## config.mk

```make
export PLATFORM = sky130hd
export DESIGN_NAME = alu_issue_queue
export DESIGN_NICKNAME = d
export VERILOG_FILES = /design/src/rtl/alu_issue_pkg.sv /design/src/rtl/alu_cmd_fifo.sv /design/src/rtl/alu_issue_queue.sv
export SDC_FILE = /design/constraint.sdc
export NUM_CORES = 1
export LEC_CHECK = 0
export ABC_AREA = 0
export ABC_CLOCK_PERIOD_IN_PS = 3300
export BUFFER_PORTS_ARGS = -buffer_cell sky130_fd_sc_hd__buf_4
export CORE_MARGIN = 10
export CORE_UTILIZATION = 50
export DETAILED_ROUTE_END_ITERATION = 8
export PLACE_DENSITY_LB_ADDON = 0.1
export SETUP_SLACK_MARGIN = 0.3
export SYNTH_ARGS = -nofsm -noshare
export SYNTH_HDL_FRONTEND = slang
export SYNTH_SLANG_ARGS = --single-unit
```

## constraint.sdc

```tcl
create_clock -name clk -period 3.3 [get_ports clk]
set_input_delay 0.33 -clock clk [delete_from_list [all_inputs] [get_ports clk]]
set_output_delay 0.33 -clock clk [all_outputs]
set_load 0.005 [all_outputs]
```

## src/rtl/alu_issue_pkg.sv

```systemverilog
// Shared definitions for the TotalALU command issue queue: funct codes, command and tag
// layouts, FSM states. The MFHI/MFLO states exist only when AUTO_MFHILO_EN is defined.
package alu_issue_pkg;

  localparam logic [5:0] FUNCT_AND  = 6'd36;
  localparam logic [5:0] FUNCT_OR   = 6'd37;
  localparam logic [5:0] FUNCT_ADD  = 6'd32;
  localparam logic [5:0] FUNCT_SUB  = 6'd34;
  localparam logic [5:0] FUNCT_SLT  = 6'd42;
  localparam logic [5:0] FUNCT_SRL  = 6'd2;
  localparam logic [5:0] FUNCT_DIVU = 6'd27;
  localparam logic [5:0] FUNCT_MFHI = 6'd16;
  localparam logic [5:0] FUNCT_MFLO = 6'd18;

  localparam int unsigned CMD_W = 70;

  typedef enum logic [2:0] {
    StIdle,
    StDivHold,
`ifdef AUTO_MFHILO_EN
    StDivSettle,
    StMfhi,
    StMflo
`else
    StDivSettle
`endif
  } state_e;

  typedef struct packed {
    logic [5:0]  funct;
    logic [31:0] a;
    logic [31:0] b;
  } cmd_t;

  typedef struct packed {
    logic       valid;
    logic [5:0] funct;
  } tag_t;

  function automatic logic is_supported(input logic [5:0] funct);
    return funct inside {FUNCT_AND, FUNCT_OR, FUNCT_ADD, FUNCT_SUB, FUNCT_SLT, FUNCT_SRL,
                         FUNCT_DIVU, FUNCT_MFHI, FUNCT_MFLO};
  endfunction

endpackage

```

## src/rtl/alu_cmd_fifo.sv

```systemverilog
// Synchronous command FIFO with wrapping pointers and an occupancy count.
// Push is ignored when full and pop when empty, so callers may drive them loosely.
module alu_cmd_fifo #(
  parameter int unsigned DEPTH = 4,
  parameter int unsigned WIDTH = 70,
  localparam int unsigned AW = $clog2(DEPTH)
) (
  input  logic             clk,
  input  logic             reset,
  input  logic             push,
  input  logic [WIDTH-1:0] wdata,
  input  logic             pop,
  output logic [WIDTH-1:0] rdata,
  output logic [AW:0]      count,
  output logic             empty
);

  localparam logic [AW:0] DepthCnt = (AW + 1)'(DEPTH);

  logic [WIDTH-1:0] mem_q [DEPTH];
  logic [AW-1:0]    wr_ptr_q, rd_ptr_q;
  logic [AW:0]      count_q;
  logic             do_push, do_pop;

  assign do_push = push && (count_q != DepthCnt);
  assign do_pop  = pop && (count_q != '0);

  always_ff @(posedge clk) begin
    if (do_push) begin
      mem_q[wr_ptr_q] <= wdata;
    end
  end

  always_ff @(posedge clk) begin
    if (reset) begin
      wr_ptr_q <= '0;
      rd_ptr_q <= '0;
      count_q  <= '0;
    end else begin
      if (do_push) begin
        wr_ptr_q <= wr_ptr_q + 1'b1;
      end
      if (do_pop) begin
        rd_ptr_q <= rd_ptr_q + 1'b1;
      end
      case ({do_push, do_pop})
        2'b10:   count_q <= count_q + 1'b1;
        2'b01:   count_q <= count_q - 1'b1;
        default: count_q <= count_q;
      endcase
    end
  end

  assign rdata = mem_q[rd_ptr_q];
  assign count = count_q;
  assign empty = (count_q == '0);

endmodule

```

## src/rtl/alu_issue_queue.sv

```systemverilog
// Command issue stage in front of TotalALU: buffers commands, holds DIVU operands for the
// divider, and turns registered ALU output into tagged result pulses. AUTO_MFHILO_EN adds MFHI/MFLO.
module alu_issue_queue
  import alu_issue_pkg::*;
#(
  parameter int unsigned DEPTH      = 4,
  parameter int unsigned DIV_CYCLES = 32,
  parameter logic [5:0]  IDLE_FUNCT = 6'd0
) (
  input  logic        clk,
  input  logic        reset,
  input  logic        in_valid,
  output logic        in_ready,
  input  logic [5:0]  in_funct,
  input  logic [31:0] in_a,
  input  logic [31:0] in_b,
  output logic [5:0]  alu_signal,
  output logic [31:0] alu_a,
  output logic [31:0] alu_b,
  input  logic [31:0] alu_out,
  output logic        res_valid,
  output logic [5:0]  res_funct,
  output logic [31:0] res_data,
  output logic        err,
  output logic        busy
);

  localparam int unsigned AW         = $clog2(DEPTH);
  localparam logic [AW:0] DepthCnt   = (AW + 1)'(DEPTH);
  localparam int unsigned CntW       = (DIV_CYCLES > 1) ? $clog2(DIV_CYCLES) : 1;
  localparam logic [CntW-1:0] DivLast    = CntW'(DIV_CYCLES - 1);
  localparam logic [CntW-1:0] SettleLast = CntW'(1);

  cmd_t        wr_cmd, head;
  logic [AW:0] fifo_count;
  logic        fifo_empty;
  logic        push, pop, issue_slot, is_div;

  state_e          state_q, state_d;
  logic [CntW-1:0] cnt_q, cnt_d;
  logic [5:0]      signal_q, signal_d;
  logic [31:0]     a_q, a_d, b_q, b_d;
  tag_t            tag0_q, tag1_q, tag_d;
  logic            err_q, err_d;
  logic            res_valid_q;
  logic [5:0]      res_funct_q;
  logic [31:0]     res_data_q;

  // A pop never frees space for a push in the same cycle: readiness looks only at count.
  assign in_ready = !reset && (fifo_count != DepthCnt);
  assign push     = in_valid && in_ready;
  assign wr_cmd   = '{funct: in_funct, a: in_a, b: in_b};

  alu_cmd_fifo #(
    .DEPTH (DEPTH),
    .WIDTH (CMD_W)
  ) u_fifo (
    .clk   (clk),
    .reset (reset),
    .push  (push),
    .wdata (wr_cmd),
    .pop   (pop),
    .rdata (head),
    .count (fifo_count),
    .empty (fifo_empty)
  );

  assign is_div = (head.funct == FUNCT_DIVU);

  always_comb begin
    state_d    = state_q;
    cnt_d      = cnt_q;
    issue_slot = 1'b0;
    case (state_q)
      StIdle: issue_slot = 1'b1;
      StDivHold: begin
        if (cnt_q == DivLast) begin
          state_d = StDivSettle;
          cnt_d   = '0;
        end else begin
          cnt_d = cnt_q + 1'b1;
        end
      end
      StDivSettle: begin
        if (cnt_q == SettleLast) begin
          cnt_d = '0;
`ifdef AUTO_MFHILO_EN
          state_d = StMfhi;
`else
          // Last settle cycle doubles as an issue slot so the next command follows directly.
          state_d    = StIdle;
          issue_slot = 1'b1;
`endif
        end else begin
          cnt_d = cnt_q + 1'b1;
        end
      end
`ifdef AUTO_MFHILO_EN
      StMfhi: state_d = StMflo;
      StMflo: begin
        state_d    = StIdle;
        issue_slot = 1'b1;
      end
`endif
      default: state_d = StIdle;
    endcase

    pop = issue_slot && !fifo_empty;
    if (pop && is_div) begin
      state_d = StDivHold;
      cnt_d   = '0;
    end

    signal_d = IDLE_FUNCT;
    a_d      = a_q;
    b_d      = b_q;
    tag_d    = '0;
    err_d    = 1'b0;
    if (state_d == StDivHold) begin
      signal_d = FUNCT_DIVU;
    end
`ifdef AUTO_MFHILO_EN
    if (state_d == StMfhi) begin
      signal_d    = FUNCT_MFHI;
      tag_d.valid = 1'b1;
      tag_d.funct = FUNCT_MFHI;
    end else if (state_d == StMflo) begin
      signal_d    = FUNCT_MFLO;
      tag_d.valid = 1'b1;
      tag_d.funct = FUNCT_MFLO;
    end
`endif
    if (pop) begin
      if (is_div) begin
        a_d = head.a;
        b_d = head.b;
      end else if (is_supported(head.funct)) begin
        signal_d    = head.funct;
        a_d         = head.a;
        b_d         = head.b;
        tag_d.valid = 1'b1;
        tag_d.funct = head.funct;
      end else begin
        err_d = 1'b1;
      end
    end
  end

  always_ff @(posedge clk) begin
    if (reset) begin
      state_q     <= StIdle;
      cnt_q       <= '0;
      signal_q    <= IDLE_FUNCT;
      a_q         <= '0;
      b_q         <= '0;
      tag0_q      <= '0;
      tag1_q      <= '0;
      err_q       <= 1'b0;
      res_valid_q <= 1'b0;
      res_funct_q <= '0;
      res_data_q  <= '0;
    end else begin
      state_q     <= state_d;
      cnt_q       <= cnt_d;
      signal_q    <= signal_d;
      a_q         <= a_d;
      b_q         <= b_d;
      // tag0 matches the command on alu_*, tag1 the value TotalALU has just registered.
      tag0_q      <= tag_d;
      tag1_q      <= tag0_q;
      err_q       <= err_d;
      res_valid_q <= tag1_q.valid;
      if (tag1_q.valid) begin
        res_funct_q <= tag1_q.funct;
        res_data_q  <= alu_out;
      end
    end
  end

  assign alu_signal = signal_q;
  assign alu_a      = a_q;
  assign alu_b      = b_q;
  assign res_valid  = res_valid_q;
  assign res_funct  = res_funct_q;
  assign res_data   = res_data_q;
  assign err        = err_q;
  assign busy       = !fifo_empty || (state_q != StIdle) || tag0_q.valid || tag1_q.valid ||
                      res_valid_q;

endmodule

```

==> out/qor.csv, run 1 <==
stage,metric,value,unit
run_status,status,finished clean,
yosys,Yosys reg bits,419,
floorplanning,Starting Density,50.5,%
yosys,Post-synth EDFFs,280,
global_routing,global-route wire length before repair,54.4,mm
floorplanning,die area,38100,µm²
setup_path,CP Capture Point,u_fifo.count[2],
sta,Final period util,87.6,%
power_and_ir_drop,Peak VDD IR,0.000470,V
clock_tree,CTS max path bufs,3,
floorplanning,I/O Pins,217,
global_routing,initial antenna violation count,4,
setup_path,Setup crit start,cnt_q[1],
sta,final hold violations,0,
setup_path,worst reg2reg endpoint,u_fifo.count[2],
clock_tree,clock latency at the later pin of the worst-skew pair,530,ps
floorplanning,Rows,64,
layout,fillcell total,2229,
sta,Final min period,2890,ps
detailed_routing,Post-DRT Antenna Nets,0,
yosys,top-area cell type share of the netlist area,54.7,%
place,post-DP HPWL,21.7,mm
setup_path,CP max stage cell,or4b_4,
detailed_routing,Iteration-0 DRC Markers,458,
layout,P&R area growth vs syn,28.1,%
run,MaxCap Viol Count,0,
global_routing,overall global routing resource usage,17.8,%
setup_path,FF-to-FF setup slack,410,ps
clock_tree,Inserted Clock Buffers,43,
clock_tree,CTS tree,done,
yosys,post-synth top area cell,edfxtp_1,
yosys,"Avg Cell Area, Syn",16.2,µm²
detailed_routing,WL final,35.7,mm
clock_tree,clock sink total,419,
setup_path,reg-to-reg startpoint,cnt_q[1],
sta,Final TNS setup,0,ps
hold_path,Hold Crit Class,input port to flop,
setup_path,crit-path cells,inv_1 -> ha_1 -> or4b_4 -> a2111o_1 -> inv_2 -> ha_1 -> inv_1 -> fa_1 -> xor2_1 -> or3_1 -> a21oi_1,
power_and_ir_drop,power per cell area,636,nW/µm²
sta,Worst Tran Pin Value,948,ps
clock_tree,CTS root buf,clkbuf_16,
layout,Final Cell Area,19700,µm²
place,routability cong.,0.779,
place,"Cell Area, Placed",17500,µm²
floorplanning,Die W,195,µm
setup_path,worst r2r path cells,11,
setup_path,kind of critical path,flop to flop,
global_routing,gr ovfl total,0,
place,I/O Buffers,216,
yosys,Cells after Synth,949,
setup_path,critical path's top delay family,simple AND/OR/NAND/NOR gates,
yosys,"count leader, synth",edfxtp_1,
floorplanning,core area,30400,µm²
sta,Setup Skew,13.9,ps
floorplanning,die height,195,µm
layout,layout cells sized above 1,31.9,%
clock_tree,clock-pin slew on the worst setup and hold paths,60,ps
setup_path,"Arr. time, crit path",3330,ps
detailed_routing,vias,9114,
yosys,asr flop ratio synth,0,%
yosys,share of the yosys chip area belonging to registers,72.8,%
setup_path,crit-path max cell delay,470,ps
yosys,Netlist Area Pre-Place,15400,µm²
setup_path,CP required,3740,ps
power_and_ir_drop,Pleak,6.93,nW
sta,setup repair after global routing missed its margin,true,
yosys,Synth area leaders,"edfxtp_1 (55%), dfxtp_1 (18%), mux4_2 (10%)",
global_routing,vias in the first global route,9473,
setup_path,Worst Setup Start Kind,flop,
detailed_routing,vias per inst,5.40,
setup_path,WP buf/inv,3,
setup_path,"Max FO, Critical Path",4,
yosys,syn nets,1063,
setup_path,Critical Path End Type,flop,
detailed_routing,Routed WL per cell,21.1,µm
detailed_routing,# DRC,0,
sta,Peak Freq,0.346,GHz
yosys,post-synthesis cell type count,44,
yosys,Synth Warn #,0,
sta,Final setup viols,0,
sta,Final Max Tran Viols,0,
global_routing,largest net degree at the start of global routing,74,
yosys,"Top FF cell, synth",edfxtp_1,
yosys,top post-synthesis cells by count,"edfxtp_1 (280), dfxtp_1 (139), a21oi_1 (74)",
clock_tree,H-tree levels,2,
detailed_routing,DR pass1 iterations,5,
setup_path,Crit path depth,11,
layout,NumNets Final,1370,
sta,normalized max-slew margin,36.8,%
[registers in the layout (all words and copies together), names as in the netlist, 4 cells and up, named ones only]
signal / cells
cnt_q: 5
res_data: 32
alu_signal: 4
res_funct: 6
alu_b: 32
tag0_q: 7
u_fifo.mem_q: 280
tag1_q: 7
alu_a: 32
[repair_timing]
item / CTS / global route
endpoints found under the setup margin: 53 / 61
hold buffers: 63 / 1
pin swaps: 2 / 2
gates cloned: 0 / 2
hold endpoints to repair: 248 / 2
resized for setup: 1 / 9
buffers inserted: 0 / 16
[report_power, final]
part	switching [mW]	total, mW	internal [mW]
Clock	1.85	4.50	2.65
Combinational	0.950	2.02	1.07
Sequential	0.129	6.00	5.87
[per-stage QoR]
stage               hold slack [ps]  utilization [%]  total power [mW]  setup WS [ps]  instances
finish                         16.1             64.7              12.5            408       1689
global route                  0.735             64.7              13.0            264       1689
CTS                           0.323             64.0              12.5            201       1667
detailed placement              425             57.5              7.96            179       1525
global placement                419             57.5              7.94            209       1525
floorplan                       414                -              7.33            310        949
[cells in the final DEF, fill, tap and decap left out, types with 38 or more instances in the layout]
| cell type | n |
|---|---|
| edfxtp_1 | 280 |
| buf_4 | 252 |
| dfxtp_1 | 135 |
| a21oi_1 | 74 |
| mux4_2 | 70 |
| nand3_1 | 66 |
| dlygate4sd3_1 | 64 |
| nor2_1 | 57 |
| o21ai_0 | 46 |
| clkbuf_16 | 46 |
| mux2i_1 | 38 |
[worst reg2reg max path, stage by stage (launching register included)]
cell and delay (ps):
dfxtp_1 330, inv_1 60, ha_1 130, or4b_4 470, a2111o_1 470, inv_2 110
ha_1 190, inv_1 60, fa_1 380, xor2_1 160, or3_1 310, a21oi_1 140
[layer usage]
metal  track usage [%]  share of wire (%)
met4              4.13                1.6
met3              4.11                6.0
met5                 0              0.045
met2              29.3                 49
met1              23.7                 44
[worst min path at each step]
stage                          from  slack, ps                  end  depth (start not counted)
final                      in_a[24]         20  u_fifo.mem_q[2][56]                          1
after global routing        in_b[8]        0.7   u_fifo.mem_q[0][8]                          1
after CTS                  in_b[31]        0.3  u_fifo.mem_q[0][31]                          1
after detailed placement  tag0_q[3]        420            tag1_q[3]                          1
after global placement    tag0_q[1]        420            tag1_q[1]                          1
after floorplan           tag0_q[0]        410            tag1_q[0]                          1
[cell type report]
type	instances	area [µm²]	share of cell area (%)
diodes	3	7.51	0.0382
clock buffers	67	1270	6.47
clock inverters	12	56.3	0.286
inverters	15	56.3	0.286
multi-input cells	451	3840	19.5
flip-flops and latches	419	11200	56.9
well taps	396	495	2.52
repair buffers	326	2750	14.0
[cells by family (layout without fill, tap and decap cells)]
family,after synthesis,after routing,synth area share (%)
mux,108,108,12.7
simple gates,169,170,5.32
buf+inv,80,420,2.50
compound gates,156,156,5.41
flops,419,419,72.8
xor+xnor,7,7,0.399
other cells,1,4,0.0244
fa+ha+maj,9,9,0.782
(Power assumes the default switching activity.)
==> run 2: changes to the inputs <==
--- a/config.mk
+++ b/config.mk
@@ -8,6 +8,7 @@
 export ABC_AREA = 0
 export ABC_CLOCK_PERIOD_IN_PS = 3300
 export BUFFER_PORTS_ARGS = -buffer_cell sky130_fd_sc_hd__buf_4
+export CORE_ASPECT_RATIO = 0.6
 export CORE_MARGIN = 10
 export CORE_UTILIZATION = 50
 export DETAILED_ROUTE_END_ITERATION = 8
==> constraint.sdc (replaced) <==
create_clock -name clk -period 3.3 [get_ports clk]
set_input_delay 0.66 -clock clk [delete_from_list [all_inputs] [get_ports clk]]
set_output_delay 0.66 -clock clk [all_outputs]
set_load 0.005 [all_outputs]
==> run 2 against run 1 <==
  * Sequential share of layout area grew 2.8 points
  * Register-to-register slack gained 90 ps
  * Via count shrank 4.6%
  * Critical path depth is the same
  * Setup slack gained 91 ps
  * Power shrank 2.0%
  * Cell count shrank 5.3%
  * Sequential power is essentially flat
  * Design area shrank 4.7%
  * Core utilization shrank 2.4 points
  * Critical endpoint unchanged
  * Largest power group unchanged
  * Highest routed layer unchanged
==> out/qor.csv, run 2 (synthesized netlist as in run 1, its figures left out) <==
stage,metric,value,unit
setup_path,kind of critical path,flop to flop,
power_and_ir_drop,Overall Power,12.3,mW
sta,normalized max-slew margin,37.1,%
power_and_ir_drop,Sw Share,23.5,%
power_and_ir_drop,Pint,9.39,mW
global_routing,vias in the first global route,9229,
power_and_ir_drop,power per cell area,654,nW/µm²
setup_path,"Max FO, Critical Path",4,
layout,n_diodes,0,
clock_tree,clock sink total,419,
sta,worst setup margin,499,ps
detailed_routing,# DRC,0,
layout,largest reg by FF count,u_fifo.mem_q,
global_routing,gr ovfl total,0,
layout,max reg flops,280,
power_and_ir_drop,Clock power frac,36.3,%
setup_path,Worst Setup Start Kind,flop,
detailed_routing,Iteration-0 DRC Markers,621,
run,MaxCap Viol Count,0,
sta,Peak Freq,0.357,GHz
clock_tree,Inserted Clock Buffers,39,
detailed_routing,DR pass1 iterations,5,
layout,"most common cell after layout, fill and taps aside",edfxtp_1,
floorplanning,core area,30100,µm²
floorplanning,Starting Density,51.0,%
floorplanning,Rows,49,
clock_tree,clock-pin slew on the worst setup and hold paths,70,ps
clock_tree,CTS tree,done,
clock_tree,clock latency at the later pin of the worst-skew pair,530,ps
floorplanning,die area,38400,µm²
power_and_ir_drop,Peak VDD IR,0.000334,V
clock_tree,CTS max path bufs,3,
layout,NumNets Final,1276,
floorplanning,Die W,246,µm
sta,final hold violations,0,
layout,layout cells sized above 1,31.7,%
sta,setup repair after global routing missed its margin,false,
place,I/O Buffers,216,
sta,Final setup viols,0,
clock_tree,H-tree levels,2,
global_routing,largest net degree at the start of global routing,77,
global_routing,overall global routing resource usage,17.9,%
sta,Final min period,2800,ps
floorplanning,die height,156,µm
place,post-DP HPWL,20.7,mm
layout,"Core Util, Final",62.3,%
setup_path,CP required,3760,ps
hold_path,Hold Crit Class,input port to flop,
layout,fillcell total,2238,
sta,Worst Tran Pin Value,944,ps
clock_tree,CTS root buf,clkbuf_16,
global_routing,global-route wire length before repair,53.7,mm
power_and_ir_drop,fraction of power consumed by sequential logic,49.0,%
run_status,status,finished clean,
clock_tree,# hold bufs at CTS,0,
detailed_routing,Post-DRT Antenna Nets,0,
setup_path,"Arr. time, crit path",3260,ps
power_and_ir_drop,combinational share of power,14.7,%
place,routability cong.,0.792,
sta,Final TNS setup,0,ps
place,dpl ws,372,ps
setup_path,Critical Path End Type,flop,
sta,Final period util,84.9,%
floorplanning,I/O Pins,217,
power_and_ir_drop,Psw,2.88,mW
sta,Setup Skew,16.8,ps
detailed_routing,vias per inst,5.44,
detailed_routing,WL final,34.7,mm
detailed_routing,vias,8696,
power_and_ir_drop,Pleak,6.48,nW
sta,Final Max Tran Viols,0,
detailed_routing,Routed WL per cell,21.7,µm
layout,P&R area growth vs syn,22.0,%
global_routing,initial antenna violation count,1,
layout,most frequent cells in the layout,"edfxtp_1 (280), buf_4 (229), dfxtp_1 (135)",
==> run 2: cell types whose count changed in the layout (fill, tap and decap cells not counted), sizes merged <==
cell | previous run | this run
clkbuf | 68 | 59
nor2 | 60 | 59
diode | 3 | 0
dlygate4sd3 | 64 | 0
clkinv | 12 | 11
buf | 261 | 237
bufinv | 0 | 1
==> run 2: layout make-up <==
type | instances | area [µm²] | area share (%)
flip-flops and latches | 419 | 11200 | 59.8
multi-input cells | 450 | 3830 | 20.4
repair buffers | 237 | 1870 | 9.98
clock buffers | 59 | 1200 | 6.39
well taps | 408 | 510 | 2.72
clock inverters | 12 | 82.6 | 0.441
inverters | 15 | 56.3 | 0.300
==> run 2: worst paths after layout <==
path	cells after the start	slack (ps)	end	start
setup / recovery	11	500	u_fifo.count[2]	cnt_q[1]
setup reg to reg	11	500	u_fifo.count[2]	cnt_q[1]
hold / removal	1	320	u_fifo.mem_q[1][12]	in_b[12]
hold reg to reg	1	440	tag1_q[4]	tag0_q[4]
==> run 2: per-layer routing <==
metal	share of wire, %	GRT usage, %
met1	44	23.8
met2	49	29.5
met3	5.2	4.27
met4	1.4	4.48
met5	0.058	0
==> run 2: through the flow <==
step | hold WS (ps) | instance area (µm²) | cells
2_1_floorplan | 414 | 15400 | 949
3_3_place_gp | 426 | 17500 | 1529
3_5_place_dp | 430 | 17500 | 1529
4_1_cts | 301 | 18700 | 1600
5_1_grt | 305 | 18700 | 1600
6_report | 322 | 18700 | 1600
==> run 2: worst max-delay path: stages (launching register included) <==
cell      delay, ps
dfxtp_1         330
inv_1            60
ha_1            130
or4b_4          470
a2111o_1        410
inv_2           110
ha_1            190
inv_1            60
fa_1            380
xor2_1          160
or3_1           300
a21oi_1         140
==> run 2: power by group through the flow <==
stage                     logic (mW)  clock network [mW]  registers, mW
after detailed placement        1.83                   0           6.12
after global routing            1.98                4.80           6.03
after CTS                       1.84                4.56           6.01
after global placement          1.82                   0           6.11
after floorplan                 1.28                   0           6.05
final                           1.81                4.46           6.00
==> run 2: what timing repair did <==
item / in CTS / in global routing
setup buffers: 0 / 0
gates resized for setup: 0 / 3
setup endpoints to repair: 0 / 65
